$ cat config.mk
export PLATFORM = sky130hd
export DESIGN_NAME = irq_arbiter_flat
export DESIGN_NICKNAME = d
export VERILOG_FILES = /design/src/rtl/irq_arbiter_if.sv /design/src/rtl/irq_arbiter.sv /design/src/flat_wrapper.sv
export SDC_FILE = /design/constraint.sdc
export NUM_CORES = 1
export LEC_CHECK = 0
export CAP_MARGIN = 20
export CORE_UTILIZATION = 33
export CTS_CLUSTER_SIZE = 10
export DETAILED_ROUTE_END_ITERATION = 16
export PLACE_DENSITY = 0.68
export SETUP_SLACK_MARGIN = 0.02
export SLEW_MARGIN = 10
export SYNTH_ARGS = -nofsm -noshare
export SYNTH_HDL_FRONTEND = slang
export SYNTH_SLANG_ARGS = --single-unit
$ cat constraint.sdc
create_clock -name clk -period 3.8 [get_ports clk]
set_clock_uncertainty 0.2 [all_clocks]
set_input_delay 0.76 -clock clk [delete_from_list [all_inputs] [get_ports clk]]
set_output_delay 0.76 -clock clk [all_outputs]
set_load 0.02 [all_outputs]
$ cat src/rtl/irq_arbiter_if.sv
// CPU data-bus view of the interrupt arbiter register block.
// The master drives address/data/strobes, and the slave returns combinational load data.
interface irq_arbiter_if;
    logic [31:0] address;
    logic [31:0] write_data;
    logic        mem_read;
    logic        mem_write;
    logic [31:0] read_data;

    modport master (
        output address,
        output write_data,
        output mem_read,
        output mem_write,
        input  read_data
    );

    modport slave (
        input  address,
        input  write_data,
        input  mem_read,
        input  mem_write,
        output read_data
    );
endinterface

$ cat src/rtl/irq_arbiter.sv
// Four-source, fixed-priority interrupt arbiter with memory-mapped IE/PEND/CAUSE/CNT.
// Sources are edge-detected into PEND, and one request at a time is presented to the CPU.
module irq_arbiter #(
    parameter logic [31:0] BASE_ADDR = 32'h40000030
) (
    input  logic             clk,
    input  logic             reset,
    irq_arbiter_if.slave     bus,
    input  logic [3:0]       irq_src,
    input  logic             supervisor,
    output logic             irq
);

    typedef enum logic [1:0] {
        S_IDLE    = 2'd0,
        S_ASSERT  = 2'd1,
        S_SERVICE = 2'd2
    } state_t;

    state_t      state, state_next;
    logic [4:0]  ie;
    logic [3:0]  pend;
    logic [3:0]  src_q;
    logic        cause_valid;
    logic [1:0]  cause_id;
    logic [15:0] cnt;
    logic [1:0]  id, id_next;
    logic [1:0]  first_id;
    logic        take, done;

    logic [3:0]  ie_src;
    logic        gie;
    logic [3:0]  active;
    logic [3:0]  rise;
    logic [3:0]  clr_mask;
    logic        sel_ie, sel_pend, sel_cause, sel_cnt;
    logic        wr_ie, wr_pend, wr_cnt;
    logic        unused_wdata;

    assign ie_src = ie[3:0];
    assign gie    = ie[4];
    assign active = pend & ie_src;
    assign rise   = irq_src & ~src_q;

    assign sel_ie    = (bus.address == BASE_ADDR);
    assign sel_pend  = (bus.address == BASE_ADDR + 32'h4);
    assign sel_cause = (bus.address == BASE_ADDR + 32'h8);
    assign sel_cnt   = (bus.address == BASE_ADDR + 32'hC);

    assign wr_ie   = bus.mem_write & sel_ie;
    assign wr_pend = bus.mem_write & sel_pend;
    assign wr_cnt  = bus.mem_write & sel_cnt;

    assign clr_mask     = wr_pend ? bus.write_data[3:0] : 4'h0;
    assign unused_wdata = &{1'b0, bus.write_data[31:5]};

    assign irq = (state == S_ASSERT);

    // Bit 0 wins the arbitration.
    always_comb begin
        first_id = 2'd3;
        if (active[0])      first_id = 2'd0;
        else if (active[1]) first_id = 2'd1;
        else if (active[2]) first_id = 2'd2;
    end

    // NOTE: every output of this block gets a default first, so no path infers a latch.
    always_comb begin
        state_next = state;
        id_next    = id;
        take       = 1'b0;
        done       = 1'b0;
        case (state)
            S_IDLE: begin
                if (gie && (active != 4'h0) && !supervisor) begin
                    state_next = S_ASSERT;
                    id_next    = first_id;
                end
            end
            S_ASSERT: begin
                // A withdrawn request is cancelled before the CPU can take it.
                if (!pend[id] || !ie_src[id] || !gie) begin
                    state_next = S_IDLE;
                end else if (supervisor) begin
                    state_next = S_SERVICE;
                    take       = 1'b1;
                end
            end
            S_SERVICE: begin
                if (!supervisor) begin
                    state_next = S_IDLE;
                    done       = 1'b1;
                end
            end
            default: state_next = S_IDLE;
        endcase
    end

    // NOTE: state uses non-blocking assignments, and reset is synchronous, so it is sampled only on the clock edge.
    always_ff @(posedge clk) begin
        if (reset) begin
            state       <= S_IDLE;
            id          <= 2'd0;
            src_q       <= 4'h0;
            ie          <= 5'h0;
            pend        <= 4'h0;
            cause_valid <= 1'b0;
            cause_id    <= 2'd0;
            cnt         <= 16'h0;
        end else begin
            state <= state_next;
            id    <= id_next;
            src_q <= irq_src;
            if (wr_ie) ie <= bus.write_data[4:0];
            // A new edge beats a simultaneous write-one-to-clear.
            pend <= (pend & ~clr_mask) | rise;
            if (take) begin
                cause_valid <= 1'b1;
                cause_id    <= id;
            end else if (done) begin
                cause_valid <= 1'b0;
            end
            if (wr_cnt)
                cnt <= 16'h0;
            else if (take && (cnt != 16'hFFFF))
                cnt <= cnt + 16'd1;
        end
    end

    always_comb begin
        bus.read_data = 32'h0;
        if (bus.mem_read) begin
            if (sel_ie)         bus.read_data = {27'h0, ie};
            else if (sel_pend)  bus.read_data = {28'h0, pend};
            else if (sel_cause) bus.read_data = {27'h0, cause_valid, 2'b00, cause_id};
            else if (sel_cnt)   bus.read_data = {16'h0, cnt};
        end
    end

endmodule

$ cat src/flat_wrapper.sv
// flat-port wrapper written by rule: the top's interface ports become plain ports
module irq_arbiter_flat 
#(
    parameter logic [31:0] BASE_ADDR = 32'h40000030
)
  (clk, reset, irq_src, supervisor, irq, bus_address, bus_write_data, bus_mem_read, bus_mem_write, bus_read_data);
  irq_arbiter_if bus_i ();
  input  logic clk;
  input  logic reset;
  input  logic [3:0] irq_src;
  input  logic supervisor;
  output logic irq;
  input wire logic [$bits(bus_i.address)-1:0] bus_address;
  input wire logic [$bits(bus_i.write_data)-1:0] bus_write_data;
  input wire logic [$bits(bus_i.mem_read)-1:0] bus_mem_read;
  input wire logic [$bits(bus_i.mem_write)-1:0] bus_mem_write;
  output wire logic [$bits(bus_i.read_data)-1:0] bus_read_data;
  assign bus_i.address = bus_address;
  assign bus_i.write_data = bus_write_data;
  assign bus_i.mem_read = bus_mem_read;
  assign bus_i.mem_write = bus_mem_write;
  assign bus_read_data = bus_i.read_data;
  irq_arbiter #(.BASE_ADDR(BASE_ADDR)) u_core (.clk(clk), .reset(reset), .bus(bus_i), .irq_src(irq_src), .supervisor(supervisor), .irq(irq));
endmodule
Yosys cells after proc, flatten, opt, wreduce, memory -nomap -nowiden --
Cells that the tools add are included.
Storage, ports and cells: ROM bits 0, memories kept 0, register bits after elaboration 36, memory bits (writable) 0, output and inout bits 33, bits in latches 0
Cells by class: reduce and logical (&&, ||, !) cells 15, shifts and indexed selects 0, magnitude comparators 1, $add $sub $neg 1, multiply operators 0, bitwise logic cells 9, equal/unequal tests 10, muxes and demuxes 25, div/mod/pow operators 0
Operator list (count):
- 32-bit by 31-bit equality test with 1-bit output (second input constant) | 4
- 32-bit two-way mux | 4
- 16-bit by 1-bit adder with 16-bit output (second input constant) | 1
- 16-bit two-way mux | 1
- 16-bit inequality test (second input constant) | 1
- 4-bit AND | 3
- 2-bit two-way mux | 6
- 1-bit two-way mux | 10
- 4-bit inverter | 2
- 2-bit one-hot mux with 3 select lines | 1
- 1-bit binary-select mux with 2-bit select | 2
- 1-bit zero test | 4
- 4-bit two-way mux | 1
- 4-bit OR | 1
- 4-bit nonzero test | 1
- 1-bit AND | 3
- 1-bit logical AND | 3
- 2-bit by 3-bit less-than comparator with 1-bit output (second input constant) | 1
- 3-bit by 2-bit inequality test with 1-bit output (second input constant) | 1
- 3-bit AND reduction | 1
- 2-bit by 1-bit equality test with 1-bit output (second input constant) | 1
- 2-bit equality test (second input constant) | 1
- 2-bit zero test | 1
- 1-bit logical OR | 2
- other kinds (5) | 5

Longest topological paths before layout --
Gate-level depths: netlist of the first run.
depth after elaboration 8, gate-level depth with buffers 7

Worst setup path before layout of the first run --
No wires, ideal clock.
path type input to output, start point input bus_address[10], end point output bus_read_data[0], data arrival time 3.002 ns, cell stages on the path 5, buffers on the path 1, required time 2.840 ns, slack -0.162 ns, cell sequence nor4_1 > nand4_1 > or3_1 > clkbuf_1 > a2111oi_0
Between the ends: word-level cells in the longest chain between the ends 6, elaborated cells on any way between the ends 9
RTL lines:
- from (decl) | line flat_wrapper.sv:13 | input wire logic [$bits(bus_i.address)-1:0] bus_address;
- 32-bit by 31-bit equality test with 1-bit output | line irq_arbiter.sv:48 | assign sel_cnt = (bus.address == BASE_ADDR + 32'hC);
- 16-bit two-way mux | line irq_arbiter.sv:136 | else if (sel_cnt) bus.read_data = {16'h0, cnt};
- 32-bit two-way mux | line irq_arbiter.sv:135 | else if (sel_cause) bus.read_data = {27'h0, cause_valid, 2'b00, cause_id};
- 32-bit two-way mux | line irq_arbiter.sv:134 | else if (sel_pend) bus.read_data = {28'h0, pend};
- 32-bit two-way mux * | line irq_arbiter.sv:133 | if (sel_ie) bus.read_data = {27'h0, ie};
- 32-bit two-way mux * | line irq_arbiter.sv:132 | if (bus.mem_read) begin
- to (decl) | line flat_wrapper.sv:17 | output wire logic [$bits(bus_i.read_data)-1:0] bus_read_data;
Mark *: on every way between the ends. The rest lies on a longest branch, timed or not.

Worst setup path in the final report of the first run --
start point input bus_address[4], end point output bus_read_data[0]
Same word-level chain as after synthesis.

==> run_results.csv, run 1 <==
group,metric,value,unit
timing,tightest_slew,0.7187,ns
global_route,grt_max_degree,21,
timing,clock.fmax,0.2713,GHz
timing,whs,0.2792,ns
job,maxCapViolCount,0,
cells_and_area,multi_input_area,1292,um^2
synth,yosysTopAreaCell,"dfxtp_1",
global_route,overflow,0,
clock_network,post_cts_buffers,0,
power_and_ir_drop,p_per_area,295.1,nW/um^2
global_route,grt_pass1_wl,9052,um
global_route,track_usage,17.78,%
global_route,grt_antenna_before_repair,0,
synth,synthFlopType,"dfxtp_1",
route,ant_nets,0,
cells_and_area,num-fill-cells,609,
timing,worst_slack,0.1140,ns
synth,synth-seq-cells,36,
route,viasPerCell,5.047,
power_and_ir_drop,vdd_drop_max,0.1843,mV
route,firstDrtPassIters,4,
setup_path,crit-reg2reg-launch,"u_core.ie[1]",
clock_network,clk_pin_slew,0.07,ns
synth,synth-compound-area-share,10.84,%
setup_path,crit_fanout,7,
synth,ys_seq_area_share,34.49,%
synth,muxShareOfSynthArea,6.886,%
synth,syn_inst,256,
floorplan,rows,28,
cells_and_area,layout-drive-gt1-share,14.98,%
synth,yosysMostFrequentCell,"dfxtp_1",
hold_path,hp-class,"flip-flop to flip-flop",
route,wl_per_cell,13.12,um
cells_and_area,area_growth,39.22,%
clock_network,cts_tree,"yes",
timing,layout_min_cycle_time,3.686,ns
synth,synthesis.area,2090,um^2
setup_path,reg2reg_slack,1.31,ns
timing,rsz0062_at_grt,"false",
route,drc,0,
setup_path,r2r-end,"u_core.cnt[15]",
floorplan,die_x,81.57,um
cells_and_area,area.sequential,720.7,um^2
timing,slew_violations,0,
setup_path,start_kind,"input port",
synth,yosysWarnings,0,
synth,yosys.area_share.simple,33.17,%
floorplan,core,6026,um^2
synth,syn_avg_cell_area,8.162,um^2
hold_path,hold_end,"u_core.cause_id[0]",
timing,hold_viol_final,0,
synth,synth-adder-area-share,0.5988,%
floorplan,dieHeight,81.57,um
floorplan,initial_utilization,34.68,%
cells_and_area,antenna_cells,0,
cells_and_area,finalNetCount,400,
power_and_ir_drop,p_leak,1.026,nW
place,portBuffers,62,
clock_network,cts_max_level,2,
setup_path,crit_type,"input port to primary output",
global_route,grt_pass1_vias,2002,
timing,finalCritPeriodShare,97.00,%
route,drt-initial-drc-count,66,
synth,synthTopCellsByCount,"dfxtp_1, nor2_1, nand2_1, buf_4, nor4_1",
clock_network,numCtsBuffers,5,
timing,setup_viol,0,
floorplan,top_level_ports,106,
hold_path,min_from,"u_core.cause_id[0]",
hold_path,min_path_cells,2,
setup_path,cp.arrival,2.73,ns
setup_path,worstSetupEndpointType,"primary output",
clock_network,cts_root_buffer,"clkbuf_8",
place,dp_slack,-0.4825,ns
synth,synth_xor_area_share,5.030,%
place,finalWeightedCongestion,0.7703,
clock_network,clock-sinks,36,
setup_path,ff2ff_path_depth,5,
setup_path,required,2.84,ns
synth,synth_top_area_share,34.49,%
clock_network,clk_latency,0.29,ns
place,detailed_place_hpwl,3978,um
synth,async_flop_share,0,%
synth,synth_top_family_by_area,"simple AND/OR/NAND/NOR gates",
clock_network,clock_path_buffers,2,
route,vias,2029,
timing,slew_headroom,51.65,%
floorplan,die_area,6654,um^2
run_status,outcome,"finished clean",
route,totalWireLength,5276,um
synth,synthTopCellsByArea,"dfxtp_1, nor2_1, buf_4",
synth,yosysUniqueCellTypes,44,
synth,synth_edf_count,0,
## per-layer routing
metal  up-vias  GRT usage [%]  wire [um]
met5         -              0          0
met4         0          7.018         73
met3         8          3.778        189
met2        43          30.83       2556
met1       946          21.28       2455
li1       1032              -          -
## worst max path at each step
stage               startpoint                 to  slack (ns)
6_report        bus_address[4]   bus_read_data[0]        0.11
5_1_grt        bus_address[11]   bus_read_data[0]        0.02
4_1_cts        bus_address[25]  bus_read_data[10]        0.02
3_5_place_dp    bus_address[4]   bus_read_data[0]       -0.48
3_3_place_gp   bus_address[10]   bus_read_data[1]       -0.41
2_1_floorplan  bus_address[10]   bus_read_data[0]       -0.16
## power by group
| part | leakage, nW | internal (mW) | switching (mW) |
|---|---|---|---|
| clock | 0.0645 | 0.232 | 0.141 |
| combinational | 0.670 | 0.0553 | 0.0441 |
| sequential | 0.292 | 0.383 | 0.00355 |
## registers in the layout, indices dropped and copies added (netlist names)
signal and cells:
u_core.pend 4, u_core.ie 5, u_core.cause_id 2, u_core.id 2, u_core.src_q 4, u_core.cause_valid 1
u_core.cnt 16, u_core.state 2
## critical path: stages
cell and delay (ns):
clkdlybuf4s50_1 0.46, nor4bb_2 0.32, nand4_1 0.15, or3_4 0.40
a2111oi_2 0.31, clkdlybuf4s15_2 0.32
## cell type report
type | count | share of cell area, %
clock buffers | 7 | 3.312
well taps | 75 | 3.226
inverters | 7 | 0.9032
flip-flops and latches | 36 | 24.77
repair buffers | 74 | 22.32
multi-input cells | 202 | 44.43
clock inverters | 1 | 1.032
## cell families after synthesis
kind of cell | after synthesis
adder cells (fa/ha/maj) | 1
flip-flops | 36
AO/OA/AOI/OAI | 32
buffers and inverters | 33
other | 1
AND/OR/NAND/NOR | 128
XOR/XNOR | 12
multiplexers | 13
## per-stage QoR
| stage | power, mW | instances | setup TNS (ns) | util, % | cell area, um^2 |
|---|---|---|---|---|---|
| floorplan | 0.4440 | 271 | -0.3235 | - | 2146 |
| global placement | 0.4885 | 394 | -5.195 | 46.35 | 2793 |
| detailed placement | 0.4896 | 394 | -5.306 | 46.35 | 2793 |
| CTS | 0.8663 | 402 | 0 | 48.82 | 2942 |
| global route | 0.8878 | 402 | 0 | 48.28 | 2909 |
| finish | 0.8585 | 402 | 0 | 48.28 | 2909 |
## placed cells by master, fill, tap and decap left out, types with 2 or more instances in the layout
master / instances
clkdlybuf4s50_1: 46
dfxtp_1: 36
nor2_1: 33
nand2_1: 17
conb_1: 16
buf_4: 12
nand4_1: 11
mux2i_1: 11
xnor2_1: 11
a21oi_1: 11
nor4_1: 10
and2_1: 10
clkbuf_2: 10
nor3_1: 9
inv_1: 7
nand2b_1: 7
clkbuf_8: 7
nor2b_1: 6
nand3_1: 5
o21ai_0: 5
o41ai_1: 4
nor4_2: 3
and3_1: 3
or3_1: 3
nor4b_2: 2
a31oi_1: 2
and4_1: 2
buf_2: 2
dlygate4sd2_1: 2
## timing repair
item                       CTS  global route
gates cloned                 0             0
pin swaps                    1             1
hold buffers                 0             0
gates resized for setup     37            19
setup endpoints to repair   16            13
(Power assumes the default switching activity.)
==> run 2: changes to the inputs <==
--- a/config.mk
+++ b/config.mk
@@ -6,10 +6,10 @@
 export NUM_CORES = 1
 export LEC_CHECK = 0
 export CAP_MARGIN = 20
-export CORE_UTILIZATION = 33
+export CORE_UTILIZATION = 40
 export CTS_CLUSTER_SIZE = 10
 export DETAILED_ROUTE_END_ITERATION = 16
-export PLACE_DENSITY = 0.68
+export PLACE_DENSITY = 0.8
 export SETUP_SLACK_MARGIN = 0.02
 export SLEW_MARGIN = 10
 export SYNTH_ARGS = -nofsm -noshare
==> run 2 against run 1 <==
Non-clock buffer count grew 7. Register-to-register slack lost 0.02 ns. Critical path depth grew 1. Worst hold slack gained 0.0013 ns. Combinational power grew 6%. Final cell count shrank 0.25%. Flip-flop and latch count is the same. Final area grew 1.8%. Die area shrank 17%. Via count grew 2.5%. Power shrank 3.1%. Core utilization grew 12 points. Critical endpoint unchanged. Largest power group unchanged.
==> run_results.csv, run 2 (synthesis results as in run 1) <==
group,metric,value,unit
place,placed_cell_area,2798,um^2
setup_path,crit_fanout,2,
cells_and_area,finalNonFillerCells,401,
route,viasPerCell,5.187,
place,portBuffers,62,
cells_and_area,num-fill-cells,437,
setup_path,worstSetupEndpointType,"primary output",
timing,slew_headroom,56.17,%
setup_path,reg2reg_slack,1.29,ns
cells_and_area,largest_reg_flops,16,
global_route,overflow,0,
global_route,grt_pass1_vias,2033,
setup_path,r2r-end,"u_core.cnt[15]",
cells_and_area,reg.largest.list,"u_core.cnt: 16 flops, u_core.ie: 5 flops",
power_and_ir_drop,p_leak,1.079,nW
setup_path,cp.arrival,2.83,ns
cells_and_area,final_core_util,60.72,%
route,firstDrtPassIters,4,
clock_network,clock_path_buffers,2,
setup_path,required,2.84,ns
clock_network,holdBufCountCts,0,
floorplan,die_area,5517,um^2
route,drc,0,
timing,clock.fmax,0.2637,GHz
timing,whs,0.2804,ns
floorplan,initial_utilization,42.82,%
timing,hold_viol_final,0,
cells_and_area,finalInstanceArea,2963,um^2
global_route,grt_antenna_before_repair,0,
place,place_inst,388,
job,maxCapViolCount,0,
place,detailed_place_hpwl,3989,um
clock_network,cts_tree,"yes",
cells_and_area,finalNetCount,407,
floorplan,core,4880,um^2
route,drt-initial-drc-count,120,
setup_path,crit_type,"input port to primary output",
clock_network,cts_max_level,2,
setup_path,start_kind,"input port",
run_status,outcome,"finished clean",
place,finalWeightedCongestion,0.8148,
timing,setup_viol,0,
cells_and_area,layout-drive-gt1-share,17.66,%
power_and_ir_drop,vdd_drop_max,0.2345,mV
clock_network,cts_root_buffer,"clkbuf_8",
clock_network,numCtsBuffers,5,
setup_path,startpoint,"bus_address[10]",
timing,layout_min_cycle_time,3.792,ns
clock_network,clk_pin_slew,0.07,ns
setup_path,ff2ff_path_depth,5,
route,wl_per_cell,13.90,um
timing,worst_slack,0.007534,ns
global_route,track_usage,21.41,%
cells_and_area,area_growth,41.80,%
setup_path,crit_end,"bus_read_data[0]",
cells_and_area,antenna_cells,0,
cells_and_area,final_cell_mix,"clkdlybuf4s50_1, dfxtp_1, nor2_1",
cells_and_area,top_register,"u_core.cnt",
cells_and_area,layout_commonest_cell,"clkdlybuf4s50_1",
hold_path,hp-class,"flip-flop to flip-flop",
timing,finalCritPeriodShare,99.80,%
floorplan,rows,25,
clock_network,clk_latency,0.30,ns
floorplan,top_level_ports,106,
place,dp_slack,-0.5534,ns
route,ant_nets,0,
floorplan,die_x,74.28,um
global_route,grt_pass1_wl,9094,um
floorplan,dieHeight,74.28,um
timing,rsz0062_at_grt,"true",
timing,tightest_slew,0.6514,ns
timing,slew_violations,0,
setup_path,crit-reg2reg-launch,"u_core.ie[0]",
clock_network,clock-sinks,36,
route,vias,2080,
power_and_ir_drop,p_per_area,280.7,nW/um^2
global_route,grt_max_degree,21,
route,totalWireLength,5574,um
## run 2: cell types whose count changed in the layout (fill, tap and decap cells not counted), moves of 2 or more
cell / delta
buf_2: +8
buf_4: +7
clkbuf_2: -7
clkbuf_8: -2
## run 2: metal layers
metal  track usage [%]  routed length (um)  vias up
met2             36.67                2837       50
li1                  -                   -     1035
met3             5.285                 187        9
met4             7.128                  92        0
met1             26.33                2457      986
met5                 0                   0        -
## run 2: worst min-delay path by stage
| stage | slack [ns] | cells past startpoint | from | end |
|---|---|---|---|---|
| 2_1_floorplan | 0.25 | 2 | u_core.id[0] | u_core.cause_id[0] |
| 3_3_place_gp | 0.26 | 2 | u_core.cause_id[1] | u_core.cause_id[1] |
| 3_5_place_dp | 0.27 | 2 | u_core.pend[1] | u_core.pend[1] |
| 4_1_cts | 0.28 | 2 | u_core.pend[1] | u_core.pend[1] |
| 5_1_grt | 0.31 | 2 | u_core.cause_id[1] | u_core.cause_id[1] |
| 6_report | 0.28 | 2 | u_core.pend[3] | u_core.pend[3] |
## run 2: area by class of cell
cell class                 instances  area (um^2)  share of cell area, %
multi-input combinational        202         1321                  44.59
sequential                        36        720.7                  24.32
timing repair buffer              81        699.4                  23.61
tap                               67        83.83                  2.829
clock buffer                       5        68.82                  2.323
clock inverter                     3        42.54                  1.436
inverter                           7        26.28                 0.8868
## run 2: stage by stage
stage | total power [mW] | setup TNS [ns]
2_1_floorplan | 0.4440 | -0.3235
3_3_place_gp | 0.4885 | -5.470
3_5_place_dp | 0.4903 | -5.782
4_1_cts | 0.8342 | 0
5_1_grt | 0.8626 | -0.9508
6_report | 0.8316 | 0
## run 2: critical path, cell delays in order
cell	delay (ns)
clkdlybuf4s50_1	0.44
nor4_4	0.33
nand4_1	0.18
or3_4	0.37
a2111oi_2	0.32
buf_4	0.18
clkdlybuf4s15_2	0.25
## run 2: power breakdown
group / switching (mW) / leakage, nW / internal [mW]
combinational: 0.0468 / 0.733 / 0.0578
sequential: 0.00344 / 0.292 / 0.382
clock: 0.147 / 0.0541 / 0.194
total: 0.197 / 1.08 / 0.634
## run 2: what timing repair did
| item | in CTS | in global routing |
|---|---|---|
| hold endpoints to repair | 0 | 0 |
| cloned | 0 | 0 |
| setup endpoints to repair | 16 | 16 |
| setup buffers | 2 | 3 |
| gates resized for setup | 48 | 22 |
| pin swaps | 3 | 5 |
